## src/rtl/calc1_port_requester.sv

```systemverilog
// Initiator-side driver for one calc1 request port: queues host operations,
// issues each as a cmd/op1 then op2 pair, and returns the response or a timeout.
module calc1_port_requester #(
  parameter int DEPTH   = 4,
  parameter int TIMEOUT = 31
) (
  input  logic        c_clk,
  input  logic        reset,
  input  logic        tx_valid,
  output logic        tx_ready,
  input  logic [3:0]  tx_cmd,
  input  logic [31:0] tx_op1,
  input  logic [31:0] tx_op2,
  output logic [3:0]  req_cmd_out,
  output logic [31:0] req_data_out,
  input  logic [1:0]  out_resp,
  input  logic [31:0] out_data,
  output logic        rx_valid,
  input  logic        rx_ready,
  output logic [1:0]  rx_resp,
  output logic [31:0] rx_data,
  output logic [3:0]  rx_cmd,
  output logic        timeout,
  output logic        stray_resp,
  output logic        busy
);

  localparam int AW = $clog2(DEPTH);
  localparam logic [AW:0] PTR_ONE = 1;
  localparam logic [7:0] TIMEOUT_CNT = 8'(TIMEOUT);

  typedef enum logic [2:0] {IDLE, SEND1, SEND2, WAIT, HOLD} state_t;

  typedef struct packed {
    logic [3:0]  cmd;
    logic [31:0] op1;
    logic [31:0] op2;
  } entry_t;

  entry_t      fifo_mem [DEPTH];
  entry_t      head;
  logic [AW:0] wr_ptr_q, wr_ptr_d, rd_ptr_q, rd_ptr_d;
  logic        full, empty, push;

  state_t      state_q, state_d;
  logic [3:0]  cmd_q, cmd_d;
  logic [31:0] op2_q, op2_d;
  logic [7:0]  cnt_q, cnt_d;
  logic [3:0]  req_cmd_q, req_cmd_d;
  logic [31:0] req_data_q, req_data_d;
  logic        rx_valid_q, rx_valid_d;
  logic [1:0]  rx_resp_q, rx_resp_d;
  logic [31:0] rx_data_q, rx_data_d;
  logic [3:0]  rx_cmd_q, rx_cmd_d;
  logic        timeout_q, timeout_d;
  logic        stray_q, stray_d;

  // Pointers carry one extra wrap bit so full and empty are distinguishable.
  assign empty    = (wr_ptr_q == rd_ptr_q);
  assign full     = (wr_ptr_q[AW] != rd_ptr_q[AW]) &&
                    (wr_ptr_q[AW-1:0] == rd_ptr_q[AW-1:0]);
  assign push     = tx_valid && !full;
  assign head     = fifo_mem[rd_ptr_q[AW-1:0]];
  assign tx_ready = !full;
  assign busy     = (state_q != IDLE) || !empty;

  always_ff @(posedge c_clk) begin
    if (push) begin
      fifo_mem[wr_ptr_q[AW-1:0]] <= '{cmd: tx_cmd, op1: tx_op1, op2: tx_op2};
    end
  end

  // Request outputs are computed for the state being entered so they are registered.
  always_comb begin
    state_d    = state_q;
    wr_ptr_d   = push ? (wr_ptr_q + PTR_ONE) : wr_ptr_q;
    rd_ptr_d   = rd_ptr_q;
    cmd_d      = cmd_q;
    op2_d      = op2_q;
    cnt_d      = cnt_q;
    req_cmd_d  = '0;
    req_data_d = '0;
    rx_valid_d = rx_valid_q;
    rx_resp_d  = rx_resp_q;
    rx_data_d  = rx_data_q;
    rx_cmd_d   = rx_cmd_q;
    timeout_d  = 1'b0;
    stray_d    = (out_resp != 2'd0) && (state_q != WAIT);

    case (state_q)
      IDLE: begin
        if (!empty) begin
          rd_ptr_d   = rd_ptr_q + PTR_ONE;
          cmd_d      = head.cmd;
          op2_d      = head.op2;
          req_cmd_d  = head.cmd;
          req_data_d = head.op1;
          state_d    = SEND1;
        end
      end
      SEND1: begin
        req_data_d = op2_q;
        state_d    = SEND2;
      end
      SEND2: begin
        cnt_d   = '0;
        state_d = WAIT;
      end
      WAIT: begin
        // A response on the timeout edge still wins over the timeout.
        if (out_resp != 2'd0) begin
          rx_valid_d = 1'b1;
          rx_resp_d  = out_resp;
          rx_data_d  = out_data;
          rx_cmd_d   = cmd_q;
          state_d    = HOLD;
        end else if (cnt_q == TIMEOUT_CNT) begin
          rx_valid_d = 1'b1;
          rx_resp_d  = 2'd0;
          rx_data_d  = '0;
          rx_cmd_d   = cmd_q;
          timeout_d  = 1'b1;
          state_d    = HOLD;
        end else begin
          cnt_d = cnt_q + 8'd1;
        end
      end
      HOLD: begin
        if (rx_ready) begin
          rx_valid_d = 1'b0;
          state_d    = IDLE;
        end
      end
      default: state_d = IDLE;
    endcase
  end

  always_ff @(posedge c_clk or negedge reset) begin
    if (!reset) begin
      state_q    <= IDLE;
      wr_ptr_q   <= '0;
      rd_ptr_q   <= '0;
      cmd_q      <= '0;
      op2_q      <= '0;
      cnt_q      <= '0;
      req_cmd_q  <= '0;
      req_data_q <= '0;
      rx_valid_q <= 1'b0;
      rx_resp_q  <= '0;
      rx_data_q  <= '0;
      rx_cmd_q   <= '0;
      timeout_q  <= 1'b0;
      stray_q    <= 1'b0;
    end else begin
      state_q    <= state_d;
      wr_ptr_q   <= wr_ptr_d;
      rd_ptr_q   <= rd_ptr_d;
      cmd_q      <= cmd_d;
      op2_q      <= op2_d;
      cnt_q      <= cnt_d;
      req_cmd_q  <= req_cmd_d;
      req_data_q <= req_data_d;
      rx_valid_q <= rx_valid_d;
      rx_resp_q  <= rx_resp_d;
      rx_data_q  <= rx_data_d;
      rx_cmd_q   <= rx_cmd_d;
      timeout_q  <= timeout_d;
      stray_q    <= stray_d;
    end
  end

  assign req_cmd_out  = req_cmd_q;
  assign req_data_out = req_data_q;
  assign rx_valid     = rx_valid_q;
  assign rx_resp      = rx_resp_q;
  assign rx_data      = rx_data_q;
  assign rx_cmd       = rx_cmd_q;
  assign timeout      = timeout_q;
  assign stray_resp   = stray_q;

endmodule
```

## config.mk

```make
export PLATFORM = sky130hd
export DESIGN_NAME = calc1_port_requester
export DESIGN_NICKNAME = d
export VERILOG_FILES = /design/src/rtl/calc1_port_requester.sv
export SDC_FILE = /design/constraint.sdc
export NUM_CORES = 1
export LEC_CHECK = 0
export CAP_MARGIN = 15
export CORE_MARGIN = 2
export CORE_UTILIZATION = 51
export CTS_CLUSTER_DIAMETER = 80
export DETAILED_ROUTE_END_ITERATION = 7
export PLACE_DENSITY = 0.78
export REMOVE_ABC_BUFFERS = 1
export SYNTH_ARGS = -nofsm -noshare
export SYNTH_HDL_FRONTEND = slang
export SYNTH_SLANG_ARGS = --single-unit
```

## constraint.sdc

```tcl
create_clock -name c_clk -period 4.6 [get_ports c_clk]
set_clock_uncertainty 0.05 [all_clocks]
set_input_delay 0.92 -clock c_clk [delete_from_list [all_inputs] [get_ports c_clk]]
set_output_delay 0.92 -clock c_clk [all_outputs]
set_load 0.05 [all_outputs]
```

* After elaboration in Yosys (flattened, before gate mapping) *
Memories as Yosys holds them, arrays and structs flattened.
Cells that the tools add are included.

operators by class
  bitwise logic cells = 1
  reductions and logical operators = 17
  equal/unequal tests = 14
  $add $sub $neg = 3
  multiplexer cells = 27

operator list
  kind                 number
  $mux 32              3
  $pmux 32 s2          1
  $mux 4               4
  $mux 8               2
  $pmux 8 s2           1
  $pmux 3 s5           1
  $mux 3               4
  $reduce_and 3->1     3
  $add 8x1->8 const B  1
  $eq 8x5->1 const B   1
  $mux 1               8
  $ne 2x2->1 const B   4
  $reduce_bool 2->1    4
  $add 3x1->3 const B  2
  $eq 3x2->1 const B   2
  $mux 2               2
  $reduce_and 2->1     2
  $eq 3x1->1 const B   1
  $eq 3x3->1           1
  $eq 3x3->1 const B   1
  $logic_and 1x1->1    3
  $logic_not 3->1      1
  $ne 3x2->1 const B   1
  $ne 3x3->1 const B   1
  other kinds (7)      8

storage, ports and cells
  memories kept = 1
  RAM bits = 272
  flip-flop bits (word level) = 130
  input port bits = 106

memories
  name      words  bits a word  read ports  clocked after Yosys merged registers in  wr ports  RTL line  text
  fifo_mem  4      68           1           0                                        1         40        entry_t fifo_mem [DEPTH];

* Longest topological paths before layout *
  depth in word-level cells = 6
  mapped depth = 6
  depth with buffers taken out = 5

* Worst setup path before layout *
Ideal clock, no wire load.

  path kind = register to register
  from = register rd_ptr_q[1]
  to = memory fifo_mem[3][0] (netlist name) (enable)
  data arrival time = 2.997 ns
  clock period less this slack = 3.482 ns
  data required time = 4.115 ns
  cell stages (with the launch flop) = 5
  slack = 1.118 ns
  setup time = 0.435 ns
  path through = dfrtp_1 clkbuf_1 xnor2_1 nand3b_1 and3_1

between the ends
  cells in the longest elaborated chain, start to end = 6

ends and longest elaborated chain
  what                          RTL line  text
  start, declared               42        logic [AW:0] wr_ptr_q, wr_ptr_d, rd_ptr_q, rd_ptr_d;
  start signal, assigned        157       rd_ptr_q <= rd_ptr_d;
  $eq 2x2->1                    61        (wr_ptr_q[AW-1:0] == rd_ptr_q[AW-1:0]);
  $logic_and 1x1->1             60        assign full = (wr_ptr_q[AW] != rd_ptr_q[AW]) &&
  $logic_not 1->1               n/a
  via tx_ready                  10        output logic tx_ready,
  $logic_and 1x1->1             62        assign push = tx_valid && !full;
  $mux 1                        68        if (push) begin
  $mux 1 (not written as such)  69        fifo_mem[wr_ptr_q[AW-1:0]] <= '{cmd: tx_cmd, op1: tx_op1, op2: tx_op2};
  end, declared                 40

The timed path passes the listed nets, and every way through them passes these cells.

* Final worst setup path *
  from = register rd_ptr_q[0]
  to = output port tx_ready

between the ends
  cells in the longest elaborated chain, start to end = 3

ends and longest elaborated chain
  what               RTL line  text
  $eq 2x2->1         61
  $logic_and 1x1->1  60
  $logic_not 1->1    64        assign tx_ready = !full;
  end, declared      10

No other way between the ends.

==> impl_metrics.csv <==
group,metric,value,unit
grt,grt_max_degree,73,
place,place_area,17000,µm²
synth,async_flop_share,32.3,%
critical_path,cp-end-kind,"output port",
place,place_ws,1.38,ns
power,seq_power_share,41.3,%
synth,synthFlopType,"edfxtp_1",
timing,setup_viol,0,
finish,final_common_cell,"edfxtp_1",
critical_path,ff2ff_setup_slack,1.85,ns
finish,stdcell_area,18300,µm²
critical_path,path_class,"flop to output port",
timing,max_slew_margin,26.1,%
route,ant_nets,0,
synth,synth_seq_cells,402,
die,core_area,28500,µm²
outcome,outcome,"completed",
timing,totalNegativeSetupSlack,0,ns
die,die_w,174,µm
power,switchingPower,4.41,mW
timing,fin_crit_sh,81.2,%
critical_path,crit_fanout,26,
critical_path,required,3.63,ns
power,clkPwrFrac,23.8,%
critical_path,r2r_end,"fifo_mem[2][17]",
timing,slew_viol_final,0,
place,gp_congestion,0.805,
synth,ys_seq_area_share,77.6,%
synth,synth-edff-count,272,
timing,whs,0.369,ns
synth,synthCells,700,
critical_path,cp_data_arrival_time,2.76,ns
clocking,numCtsBuffers,40,
clocking,cts_resized,0,
power,p_sw_share,33.1,%
critical_path,slowest_stage,"clkdlybuf4s50_1",
critical_path,timing.rr.start,"rd_ptr_q[0]",
route,drc,0,
synth,ys_types,43,
critical_path,crit_chain,"xnor2_1 > nand3b_1 > clkdlybuf4s50_1",
die,io_pins,185,
power,power-per-cell-area,726,nW/µm²
power,p_int,8.92,mW
die,die-area,30300,µm²
timing,setup_slack,0.866,ns
synth,syn_area_per_cell,21.0,µm²
die,die_height,174,µm
synth,ys_top_cells_by_area,"edfxtp_1, dfrtp_1, mux4_2",
grt,antenna_found_initial,2,
clocking,clk-insertion-delay-late,0.52,ns
route,routed_via_density,5.59,
synth,yosysWarnings,0,
route,num_vias,7358,
clocking,clk_pin_slew,0.06,ns
power,combPwrFrac,34.9,%
critical_path,worstSetupStartpointType,"flop",
clocking,cts-root-buf,"clkbuf_16",
place,dp_cells,1241,
synth,netlist.area_leader.share,55.5,%
grt,grt_pass1_vias,7954,
clocking,cts.sinks,402,
timing,fin_crit,3.73,ns
route,drt_iter0_drc,380,
timing,hold_viol_final,0,
finish,syn2layout_area_growth,24.5,%
place,io_buffers,184,
clocking,cts_tree,"yes",
finish,nNetsFinal,1011,
timing,worst_pin_slew,1.11,ns
clocking,cts_max_level,2,
timing,rsz0062_at_grt,"false",
die,num_rows,62,
route,wl_per_cell,21.8,µm
grt,grtUsageTotal,19.3,%
critical_path,critical_path.max_stage_delay,0.80,ns
finish,layout_common_cells,"edfxtp_1, clkdlybuf4s50_1, dfrtp_1, mux4_2, a22o_1",
clocking,cts_buffer_depth,3,
critical_path,r2r_cells,3,
timing,fmax,268,MHz
grt,grt_overflow,0,
grt,grt_pass1_wl,45000,µm
route,totalWireLength,28800,µm
clocking,cts_hold_buffers,0,
power,p_leak,6.63,nW
run,drv_cap,0,
finish,layout.cells.non_filler,1317,
synth,syn-cell-area,14700,µm²
worst_hold_path,hp-class,"input port to asynchronous set/reset pin",
power,ir_drop,538,µV
route,dr.pass1.iters,4,
finish,final_layout_size_suffix_gt1_share,20.6,%
die,floorplan.initialDensity,51.6,%
clocking,cts_setup_buffers,0,
place,dp_hpwl,16700,µm
synth,synth.largest_area_cell,"edfxtp_1",
## final cells by class
type	instances	area (µm²)
antenna	2	5.00
clock buffer	53	1120
clock inverter	21	183
fill	2002	10200
inverter	2	7.51
multi-input combinational	260	3180
sequential	402	11400
tap	384	480
timing repair buffer	193	1930
## worst max-delay path: cells and delay by family (launching register included)
family                    cells  cell delay (ns)
DFF                           1             0.69
buffers and inverters         1             0.80
and+or+nand+nor               1             0.28
xor gates and xnor gates      1             0.46
## cells by family after synthesis
| group | synth area share (%) |
|---|---|
| xor gates and xnor gates | 0.416 |
| DFF | 77.6 |
| buffers and inverters | 1.07 |
| muxes | 13.4 |
| AOI/OAI and AO/OA | 5.12 |
| adders and majority gates | 0.510 |
| and+or+nand+nor | 1.95 |
## how the worst max path moves through the flow
stage                      from        endpoint
floorplan           rd_ptr_q[0]  fifo_mem[3][0]
global placement    rd_ptr_q[0]        tx_ready
detailed placement  rd_ptr_q[0]        tx_ready
CTS                 rd_ptr_q[0]        tx_ready
global route        rd_ptr_q[0]        tx_ready
finish              rd_ptr_q[0]        tx_ready
## cell usage after synthesis, types with 3 or more instances
cell        n
a21o_1      7
a21oi_1     3
a22o_1     66
and2_1      4
and3_1      5
buf_1       3
buf_2      11
clkbuf_1   21
dfrtp_1   130
edfxtp_1  272
ha_1        6
mux2_2     38
mux4_2     68
nand2_1    15
nand3_1     6
nor2_1      7
o21ai_0     3
xnor2_1     5
## per-stage QoR
| stage | total power, mW | utilization, % |
|---|---|---|
| detailed placement | 10.3 | 59.7 |
| global route | 13.9 | 64.2 |
| floorplan | 8.80 | - |
| global placement | 10.1 | 59.6 |
| finish | 13.3 | 64.2 |
| CTS | 13.5 | 64.2 |
## sequential cells by signal, indices dropped and copies added, names as in the netlist, 3 cells and up
register and count:
fifo_mem 272, op2_q 32, req_data_out 32, rx_data 32, cnt_q 8, cmd_q 4
req_cmd_out 4, rx_cmd 4, rd_ptr_q 3, state_q 3, wr_ptr_q 3
## layer usage
metal / global-route usage [%] / share of wire (%) / vias up / wire length, µm
li1: - / - / 3249 / -
met1: 24.8 / 40 / 3820 / 11600
met2: 34.0 / 51 / 251 / 14600
met3: 4.88 / 7.4 / 36 / 2130
met4: 3.64 / 1.4 / 2 / 397
met5: 0 / 0.038 / - / 11
## power groups by stage
stage          Sequential (mW)  Combinational, mW  Clock [mW]
6_report                  5.50               4.65        3.17
5_1_grt                   5.61               4.94        3.39
4_1_cts                   5.52               4.73        3.25
3_5_place_dp              5.58               4.70           0
3_3_place_gp              5.52               4.59           0
2_1_floorplan             6.58               2.22           0
Note: power is estimated with default switching activity, not from simulation.
